## src/rtl/sys_out_deskew.sv

```systemverilog
// sys_out_deskew
//   Receive-side deskew for systolic-array outputs. Each output row leaves the
//   array skewed: lane k of a row arrives k cycles after lane 0. Every lane is
//   delayed by NUM_LANES-1-k registers so that all lanes of one row line up in
//   the same cycle. Only complete rows (all lanes valid) are written into a row
//   FIFO. The FIFO is drained by a valid/ready consumer.
//
// Ports
//   clk         clock
//   rstn        synchronous active-low reset
//   lane_data   skewed lane data, lane k at [k*DATA_WIDTH +: DATA_WIDTH]
//   lane_valid  per-lane valid, skewed like the data
//   out_data    aligned row at the FIFO head, same lane packing
//   out_valid   FIFO holds at least one row
//   out_ready   consumer accepts the head row
//   fifo_count  number of rows held
//   full        fifo_count == OUT_DEPTH (advisory, upstream cannot stall)
//   align_err   sticky: a partially valid aligned row was seen
//   overflow    sticky: a complete row was dropped because the FIFO was full
//   err_clr     clears both sticky flags (a same-cycle new error wins)
module sys_out_deskew #(
  parameter int unsigned DATA_WIDTH = 32,
  parameter int unsigned NUM_LANES  = 4,
  parameter int unsigned OUT_DEPTH  = 4
) (
  input  logic                              clk,
  input  logic                              rstn,
  input  logic [NUM_LANES*DATA_WIDTH-1:0]   lane_data,
  input  logic [NUM_LANES-1:0]              lane_valid,
  output logic [NUM_LANES*DATA_WIDTH-1:0]   out_data,
  output logic                              out_valid,
  input  logic                              out_ready,
  output logic [$clog2(OUT_DEPTH):0]        fifo_count,
  output logic                              full,
  output logic                              align_err,
  output logic                              overflow,
  input  logic                              err_clr
);

  localparam int unsigned AW = $clog2(OUT_DEPTH);
  localparam int unsigned CW = AW + 1;
  localparam int unsigned RW = NUM_LANES * DATA_WIDTH;

  // ---------------------------------------------------------------------------
  // Deskew delay lines
  // ---------------------------------------------------------------------------
  logic [DATA_WIDTH-1:0] al_data [NUM_LANES];
  logic [NUM_LANES-1:0]  al_valid;

  for (genvar k = 0; k < NUM_LANES; k++) begin : g_lane
    localparam int unsigned D = NUM_LANES - 1 - k;

    if (D == 0) begin : g_pass
      // Last lane arrives latest, so it is used directly.
      assign al_data[k]  = lane_data[k*DATA_WIDTH +: DATA_WIDTH];
      assign al_valid[k] = lane_valid[k];
    end else begin : g_dly
      logic [DATA_WIDTH-1:0] sd [D];
      logic [D-1:0]          sv;

      always_ff @(posedge clk) begin
        if (!rstn) begin
          for (int unsigned i = 0; i < D; i++) begin
            sd[i] <= '0;
          end
          sv <= '0;
        end else begin
          sd[0] <= lane_data[k*DATA_WIDTH +: DATA_WIDTH];
          sv[0] <= lane_valid[k];
          for (int unsigned i = 1; i < D; i++) begin
            sd[i] <= sd[i-1];
            sv[i] <= sv[i-1];
          end
        end
      end

      assign al_data[k]  = sd[D-1];
      assign al_valid[k] = sv[D-1];
    end
  end

  logic [RW-1:0] row_data;

  always_comb begin
    row_data = '0;
    for (int unsigned k = 0; k < NUM_LANES; k++) begin
      row_data[k*DATA_WIDTH +: DATA_WIDTH] = al_data[k];
    end
  end

  // ---------------------------------------------------------------------------
  // Row qualification
  // ---------------------------------------------------------------------------
  logic row_v;
  logic row_partial;

  assign row_v       = &al_valid;
  assign row_partial = (|al_valid) && !row_v;

  // ---------------------------------------------------------------------------
  // Row FIFO
  // ---------------------------------------------------------------------------
  logic [RW-1:0] mem [OUT_DEPTH];
  logic [AW-1:0] wptr;
  logic [AW-1:0] rptr;
  logic          push;
  logic          pop;
  logic          drop;

  assign out_valid = (fifo_count != '0);
  assign full      = (fifo_count == CW'(OUT_DEPTH));
  assign out_data  = mem[rptr];

  assign pop  = out_valid && out_ready;
  // A push into a full FIFO is legal when the head leaves in the same cycle.
  assign push = row_v && (!full || pop);
  assign drop = row_v && full && !pop;

  always_ff @(posedge clk) begin
    if (!rstn) begin
      for (int unsigned i = 0; i < OUT_DEPTH; i++) begin
        mem[i] <= '0;
      end
      wptr       <= '0;
      rptr       <= '0;
      fifo_count <= '0;
    end else begin
      if (push) begin
        mem[wptr] <= row_data;
        wptr      <= wptr + 1'b1;
      end
      if (pop) begin
        rptr <= rptr + 1'b1;
      end
      case ({push, pop})
        2'b10:   fifo_count <= fifo_count + 1'b1;
        2'b01:   fifo_count <= fifo_count - 1'b1;
        default: fifo_count <= fifo_count;
      endcase
    end
  end

  // ---------------------------------------------------------------------------
  // Sticky error flags
  // ---------------------------------------------------------------------------
  always_ff @(posedge clk) begin
    if (!rstn) begin
      align_err <= 1'b0;
      overflow  <= 1'b0;
    end else begin
      if (row_partial) begin
        align_err <= 1'b1;
      end else if (err_clr) begin
        align_err <= 1'b0;
      end

      if (drop) begin
        overflow <= 1'b1;
      end else if (err_clr) begin
        overflow <= 1'b0;
      end
    end
  end

endmodule

```

## config.mk

```make
export PLATFORM = sky130hd
export DESIGN_NAME = sys_out_deskew
export DESIGN_NICKNAME = d
export VERILOG_FILES = /design/src/rtl/sys_out_deskew.sv
export SDC_FILE = /design/constraint.sdc
export NUM_CORES = 1
export LEC_CHECK = 0
export ABC_CLOCK_PERIOD_IN_PS = 6010
export BUFFER_PORTS_ARGS = -buffer_cell sky130_fd_sc_hd__buf_2
export CAP_MARGIN = 20
export CORE_MARGIN = 2
export CORE_UTILIZATION = 59
export DETAILED_ROUTE_END_ITERATION = 8
export HOLD_SLACK_MARGIN = 0.15
export MAX_ROUTING_LAYER = met4
export PLACE_DENSITY_LB_ADDON = 0.25
export REMOVE_ABC_BUFFERS = 1
export SETUP_SLACK_MARGIN = 0.15
export SYNTH_ARGS = -nofsm -noshare
export SYNTH_HDL_FRONTEND = slang
export SYNTH_SLANG_ARGS = --single-unit
```

## constraint.sdc

```tcl
create_clock -name clk -period 6.01 [get_ports clk]
set_input_delay 0.601 -clock clk [delete_from_list [all_inputs] [get_ports clk]]
set_output_delay 0.601 -clock clk [all_outputs]
set_load 0.05 [all_outputs]
```

==> metrics.yaml, run 1 <==
clock_tree:
  clock_latency_of_the_later_clocked_register_in_the_worst_skew_pair_ns: 0.59
  ctsRootBufferMaster: "sky130_fd_sc_hd__clkbuf_16"
  cts-root-to-sink-buffers: 3
  tritoncts_buffers: 72
  tritoncts_clock_tree: "built"
  cts.htree.levels: 3
  cts.repair.resized: 0
  post_cts_hold_buffer_count: 0
  post-cts-setup-buffer-count: 0
  clk_transition_reported_paths_ns: 0.06
  cts_num_sinks: 721
setup_path:
  criticalPathCategory: "reg -> out"
  r2r_end: "mem[1][92]"
  worstPathCellList: "buf_4, mux4_2, buf_2"
  reg2reg_from: "fifo_count[0]"
  worstSetupStartpointType: "register"
  setup.reg_to_reg.worst_slack_ns: 2.60
  worst_setup_path_end_kind: "primary output"
  critPathTopFamily: "flip-flops"
  critical_path_data_arrival_time_ns: 2.97
  critical_path_buf_inv_count: 2
  slowest_stage: "sky130_fd_sc_hd__dfxtp_4"
  depth_of_the_worst_register_to_register_path: 5
  critPathMaxStageDelay_ns: 0.91
  cp.required_ns: 5.41
  cp_max_fo: 55
floorplanning:
  initial_core_util_pct: 59.7
  dieHeight_um: 218
  floorplan.core_area_mm2: 0.0453
  floorplan.io_pins: 271
  fp-row-count: 78
  die_area_mm2: 0.0476
  die_x_um: 218
sta:
  maxSlewHeadroom_pct: 28.1
  fin_worst_skew_ns: 0.0161
  finalCritPeriodShare_pct: 59.4
  fin_hold_ws_ns: 0.214
  timing.final.crit_period_ns: 3.57
  setup_viol: 0
  timing_hold_violations_final: 0
  timing.fmax_ghz: 0.280
  grt_setup_unrepaired: "no"
  timing_max_transition_violations_final: 0
  worstMarginPinSlew_ns: 1.08
routing:
  drtIter0Drc: 1501
  met2_wire_len_mm: 28.2
  post_drt_wl_per_cell_um: 20.7
  route.detailed.vias_per_inst: 5.56
  m1_wire_length_mm: 23.1
  dr_total_vias: 15367
  remaining_drc_errors: 0
  met3_wirelength_mm: 4.30
  drtPass1Iterations: 5
  route.antenna.remaining_nets: 0
  routed.top_layer: "met4"
  drt_wl_total_mm: 57.1
synth:
  yosysTopAreaCell: "sky130_fd_sc_hd__edfxtp_1"
  yosys.cell_types.count: 35
  area_share_of_and_or_nand_nor_cells_after_synthesis_pct: 14.2
  synth_seq_area_share_pct: 72.3
  post_synth_arst_share_pct: 0
  yosys-mux-area-fraction_pct: 10.7
  synth_area_mm2: 0.0270
  syn_area_per_cell_um2: 14.5
  post_synth_most_frequent_cells: "512 x sky130_fd_sc_hd__edfxtp_1, 512 x sky130_fd_sc_hd__nor2_1, 209 x sky130_fd_sc_hd__dfxtp_1, 202 x sky130_fd_sc_hd__and2_1, 140 x sky130_fd_sc_hd__nand2_1"
  yosys_warnings: 0
  syn_inst_count: 1863
  yosys_register_bits: 721
  post_synth_fa_ha_maj_area_fraction_pct: 0.0740
  synth_edf_count: 512
  yosysTopAreaCellShare_pct: 56.9
  yosys-top-cells-area: "sky130_fd_sc_hd__edfxtp_1 57%, sky130_fd_sc_hd__dfxtp_1 15%, sky130_fd_sc_hd__mux4_2 11%"
  synth_xor_area_share_pct: 0.0648
  dominant_combinational_cell_family_by_area_after_synthesis: "simple AND/OR/NAND/NOR gates"
  leading_register_cell_type_out_of_synthesis: "sky130_fd_sc_hd__edfxtp_1"
  synth_compound_gate_area_share_pct: 0.287
worst_hold_path:
  timing.hold.worst_path_depth: 2
  min_to: "g_lane[1].g_dly.sd[0][22]"
  hold_class: "in -> reg"
  hold_path.startpoint: "lane_data[54]"
global_route:
  globalRoute.totalOverflow: 0
  grt_first_pass_wirelength_mm: 87.5
  vias_in_the_first_global_route: 15756
  grt_start_max_net_pins: 119
  grt_antenna_before_repair: 0
  grt_util_all_layers_pct: 25.3
final_layout:
  n_fill_cell: 3089
  num-nets-final: 2240
  drive_gt1_share_pct: 25.1
  area_delta_synth_final_pct: 15.8
  area.sequential_mm2: 0.0196
  multi_input_comb_area_mm2: 0.00691
pwr:
  power.leakage_uw: 0.0115
  total_power_uw: 10600
  power.density_mw_per_mm2: 337
  worst_ir_drop_vdd_mv: 0.183
placed_design:
  place_congestion: 0.779
  port-buffer-count: 270
  hpwlAfterDp_mm: 31.2
job:
  maxCapViolations: 0
outcome:
  run_status: "complete, no violations"
## metal layers
layer | global-route usage [%] | up-vias
li1 | - | 6989
met1 | 33.5 | 7700
met2 | 40.0 | 591
met3 | 4.47 | 87
met4 | 8.93 | 0
met5 | - | -
## registers in the layout (all words and copies together), names as in the netlist, named ones only
name	cells
wptr	2
mem	512
align_err	1
g_lane.g_dly.sd	192
fifo_count	3
overflow	1
rptr	2
g_lane.g_dly.sv	6
## cell usage in the layout, fill, tap and decap left out, drive strengths merged, types with 3 or more instances in the layout
master,Yosys,routed
clkinv,0,14
or3,4,4
buf,69,289
nand2,140,140
bufinv,0,7
nor2b,3,3
inv,4,6
clkbuf,54,109
mux4,128,128
nor2,512,512
a21boi,3,3
dfxtp,209,209
nand3,3,3
edfxtp,512,512
and2,202,202
## per-stage QoR
stage	TNS, ns	cell area (µm²)	std cells	util [%]	setup WS, ns
floorplan	-809.08	26400	1740	-	-2.59
global placement	0	28800	2628	63.6	2.35
detailed placement	0	28800	2628	63.6	2.34
CTS	0	31300	2762	69.1	2.39
global route	0	31300	2763	69.2	2.36
finish	0	31300	2764	69.2	2.44
## logic make-up after synthesis
kind of cell | after synthesis
xor gates and xnor gates | 2
AOI/OAI and AO/OA | 11
and+or+nand+nor | 871
DFF | 721
adders and majority gates | 1
muxes | 130
buffers and inverters | 127
## power by group
| group | switching (µW) | internal, µW | leakage [µW] |
|---|---|---|---|
| logic | 287 | 126 | 0.00320 |
| registers | 42.8 | 5460 | 0.00712 |
| clock network | 1800 | 2840 | 0.00123 |
## worst max path at each step
stage / slack [ns] / depth (start not counted) / end
5_1_grt: 2.36 / 3 / out_data[93]
4_1_cts: 2.39 / 3 / out_data[55]
2_1_floorplan: -2.59 / 4 / mem[1][0]
6_report: 2.44 / 3 / out_data[116]
3_3_place_gp: 2.35 / 6 / mem[1][41]
3_5_place_dp: 2.34 / 6 / mem[1][52]
## worst register-to-register path, stage by stage, from the launching register on
cell and delay, ns:
sky130_fd_sc_hd__dfxtp_1 0.39, sky130_fd_sc_hd__or4b_4 0.59, sky130_fd_sc_hd__nand2b_4 0.19, sky130_fd_sc_hd__or3_4 0.72, sky130_fd_sc_hd__nand2_4 0.60, sky130_fd_sc_hd__buf_4 0.54
## area by class of cell
class,count,area share [%]
Antenna cell,1,0.00799
Clock buffer,109,7.02
Clock inverter,25,0.995
Inverter,4,0.0479
Multi-Input combinational cell,1015,22.0
Sequential cell,721,62.5
Tap cell,600,2.40
Timing Repair Buffer,289,5.02
(Power assumes the default switching activity.)
==> inputs of run 2 (changes only) <==
--- a/config.mk
+++ b/config.mk
@@ -5,7 +5,7 @@
 export SDC_FILE = /design/constraint.sdc
 export NUM_CORES = 1
 export LEC_CHECK = 0
-export ABC_CLOCK_PERIOD_IN_PS = 6010
+export ABC_CLOCK_PERIOD_IN_PS = 3600
 export BUFFER_PORTS_ARGS = -buffer_cell sky130_fd_sc_hd__buf_2
 export CAP_MARGIN = 20
 export CORE_MARGIN = 2
==> constraint.sdc (replaced) <==
create_clock -name clk -period 3.6 [get_ports clk]
set_input_delay 0.36 -clock clk [delete_from_list [all_inputs] [get_ports clk]]
set_output_delay 0.36 -clock clk [all_outputs]
set_load 0.05 [all_outputs]
==> metrics.yaml, run 2 (synthesis gave the netlist of run 1 again) <==
sta:
  worstMarginPinSlew_ns: 0.878  # -0.201 ns
  fin_hold_ws_ns: 0.174  # -0.0399 ns
  maxSlewHeadroom_pct: 41.5  # +13 points
  final_critical_path_setup_slack_ns: 0.866  # -1.58 ns
  timing_hold_violations_final: 0  # unchanged
  grt_setup_unrepaired: "no"
  timing_max_transition_violations_final: 0  # unchanged
  timing.final.crit_period_ns: 2.73
  setup_viol: 0  # unchanged
  timing.fmax_ghz: 0.366
  fin_worst_skew_ns: 0.0156  # -0.000535 ns
  finalCritPeriodShare_pct: 75.9
setup_path:
  cp.required_ns: 3.24  # -2.17 ns
  critPathMaxStageDelay_ns: 0.59  # -0.32 ns
  worstSetupStartpointType: "register"
  reg2reg_from: "fifo_count[0]"
  setup.reg_to_reg.worst_slack_ns: 1.03  # -1.57 ns
  criticalPathCategory: "reg -> out"
  worst_setup_path_end_kind: "primary output"
  worstPathCellList: "buf_12, mux4_2, buf_2"
  cp_max_fo: 128  # +130%
  slowest_stage: "sky130_fd_sc_hd__buf_12"
  critical_path_data_arrival_time_ns: 2.37  # -0.60 ns
pwr:
  worst_ir_drop_vdd_mv: 0.371  # +100%
  pwr-share-clk_pct: 41.6  # -2.3 points
  power.leakage_uw: 0.0120  # +4.1%
  total_power_uw: 17100  # +62%
  netSwitchingFraction_pct: 20.8  # +0.60 points
  switchingPower_uw: 3560  # +67%
  power.density_mw_per_mm2: 527  # +56%
  p_seq_share_pct: 53.7  # +1.5 points
  p_int_uw: 13600  # +61%
  p_comb_share_pct: 4.7  # +0.8 points
floorplanning:
  floorplan.core_area_mm2: 0.0453  # unchanged
  initial_core_util_pct: 59.7  # unchanged
  die_area_mm2: 0.0476  # unchanged
  floorplan.io_pins: 271  # unchanged
  fp-row-count: 78  # unchanged
  die_x_um: 218  # unchanged
  dieHeight_um: 218  # unchanged
final_layout:
  largest_register_ff_count: 512  # unchanged
  num-nets-final: 2364  # +5.5%
  postLayoutCoreUtil_pct: 71.7  # +2.6 points
  instances_no_fill: 2887  # +4.5%
  mostFrequentLayoutCells: "512 x sky130_fd_sc_hd__nor2_1, 512 x sky130_fd_sc_hd__edfxtp_1, 269 x sky130_fd_sc_hd__buf_2"
  register_ranked_first_by_flip_flop_count: "mem"
  drive_gt1_share_pct: 23.4  # -1.7 points
  area_delta_synth_final_pct: 20.1
  biggestRegsByFlops: "mem (512), g_lane.g_dly.sd (192), g_lane.g_dly.sv (6)"
clock_tree:
  cts_num_sinks: 721  # unchanged
  post_cts_hold_buffer_count: 121  # +121
  cts.htree.levels: 3  # unchanged
  tritoncts_clock_tree: "built"
  ctsRootBufferMaster: "sky130_fd_sc_hd__clkbuf_16"
  clock_latency_of_the_later_clocked_register_in_the_worst_skew_pair_ns: 0.60  # about the same
  post-cts-setup-buffer-count: 0  # unchanged
  cts.repair.resized: 0  # unchanged
  cts-root-to-sink-buffers: 3  # unchanged
  tritoncts_buffers: 71  # -1.4%
  clk_transition_reported_paths_ns: 0.06  # about the same
routing:
  remaining_drc_errors: 0  # unchanged
  drt_wl_total_mm: 58.2  # +1.8%
  drtPass1Iterations: 5  # unchanged
  route.detailed.vias_per_inst: 5.51  # -0.95%
  route.antenna.remaining_nets: 0  # unchanged
  drtIter0Drc: 1480  # -1.4%
  post_drt_wl_per_cell_um: 20.1  # -2.5%
  dr_total_vias: 15898  # +3.5%
global_route:
  vias_in_the_first_global_route: 16531  # +4.9%
  grt_util_all_layers_pct: 25.9  # +0.60 points
  grt_first_pass_wirelength_mm: 89.9  # +2.7%
  grt_antenna_before_repair: 1  # +1
  globalRoute.totalOverflow: 0  # unchanged
  grt_start_max_net_pins: 157  # +32%
worst_hold_path:
  hold_path.startpoint: "lane_data[104]"
  hold_class: "in -> reg"
placed_design:
  place_congestion: 0.759  # -2.5%
  placement.setup.worst_slack_ns: 0.990  # -1.35 ns
  numPlacedInstances: 2633  # +0.19%
  hpwlAfterDp_mm: 29.6  # -5.3%
  port-buffer-count: 270  # unchanged
outcome:
  run_status: "complete, no violations"
job:
  maxCapViolations: 0  # unchanged
run 2: changes by cell type in the layout (fill, tap and decap cells not counted), moves of 6 or more:
cell                            before  now
sky130_fd_sc_hd__buf_12              4   19
sky130_fd_sc_hd__dlygate4sd3_1       0  121
sky130_fd_sc_hd__bufinv_16           7    1
sky130_fd_sc_hd__clkbuf_1           17   26
sky130_fd_sc_hd__buf_4              14    4
run 2: layout make-up:
class / instances / area, µm²
tap: 600 / 751
inverter: 4 / 15.0
sequential: 721 / 19600
clock buffer: 111 / 2110
multi-input combinational: 1015 / 6910
clock inverter: 21 / 145
timing repair buffer: 414 / 2980
fill: 2925 / 12800
antenna: 1 / 2.50
run 2: layer usage:
layer	vias to the layer above	part of all wire [%]	track usage [%]
met4	0	2.5	9.02
met2	623	51	42.5
met5	-	0	-
met1	7932	39	32.4
li1	7240	-	-
met3	103	7.4	5.18
run 2: final timing paths:
| check | to | depth (start not counted) |
|---|---|---|
| max | out_data[87] | 3 |
| min | mem[3][104] | 3 |
| max reg2reg | mem[1][127] | 5 |
| min reg2reg | g_lane[1].g_dly.sd[0][54] | 1 |
run 2: metrics by stage:
step | cell area, µm² | setup TNS (ns)
2_1_floorplan | 26400 | -2384.40
3_3_place_gp | 29000 | 0
3_5_place_dp | 29000 | 0
4_1_cts | 32500 | 0
5_1_grt | 32500 | 0
6_report | 32500 | 0
run 2: power groups by stage:
stage	logic, µW	registers [µW]	clock network (µW)
5_1_grt	869	9210	7550
3_5_place_dp	711	9370	0
6_report	811	9190	7110
3_3_place_gp	705	9350	0
2_1_floorplan	408	9380	0
4_1_cts	816	9190	7230
run 2: worst max-delay path, delay by kind of cell, from the launching register on:
family                 cells  cell delay [ns]
muxes                      1             0.47
buffers and inverters      2             0.83
DFF                        1             0.35
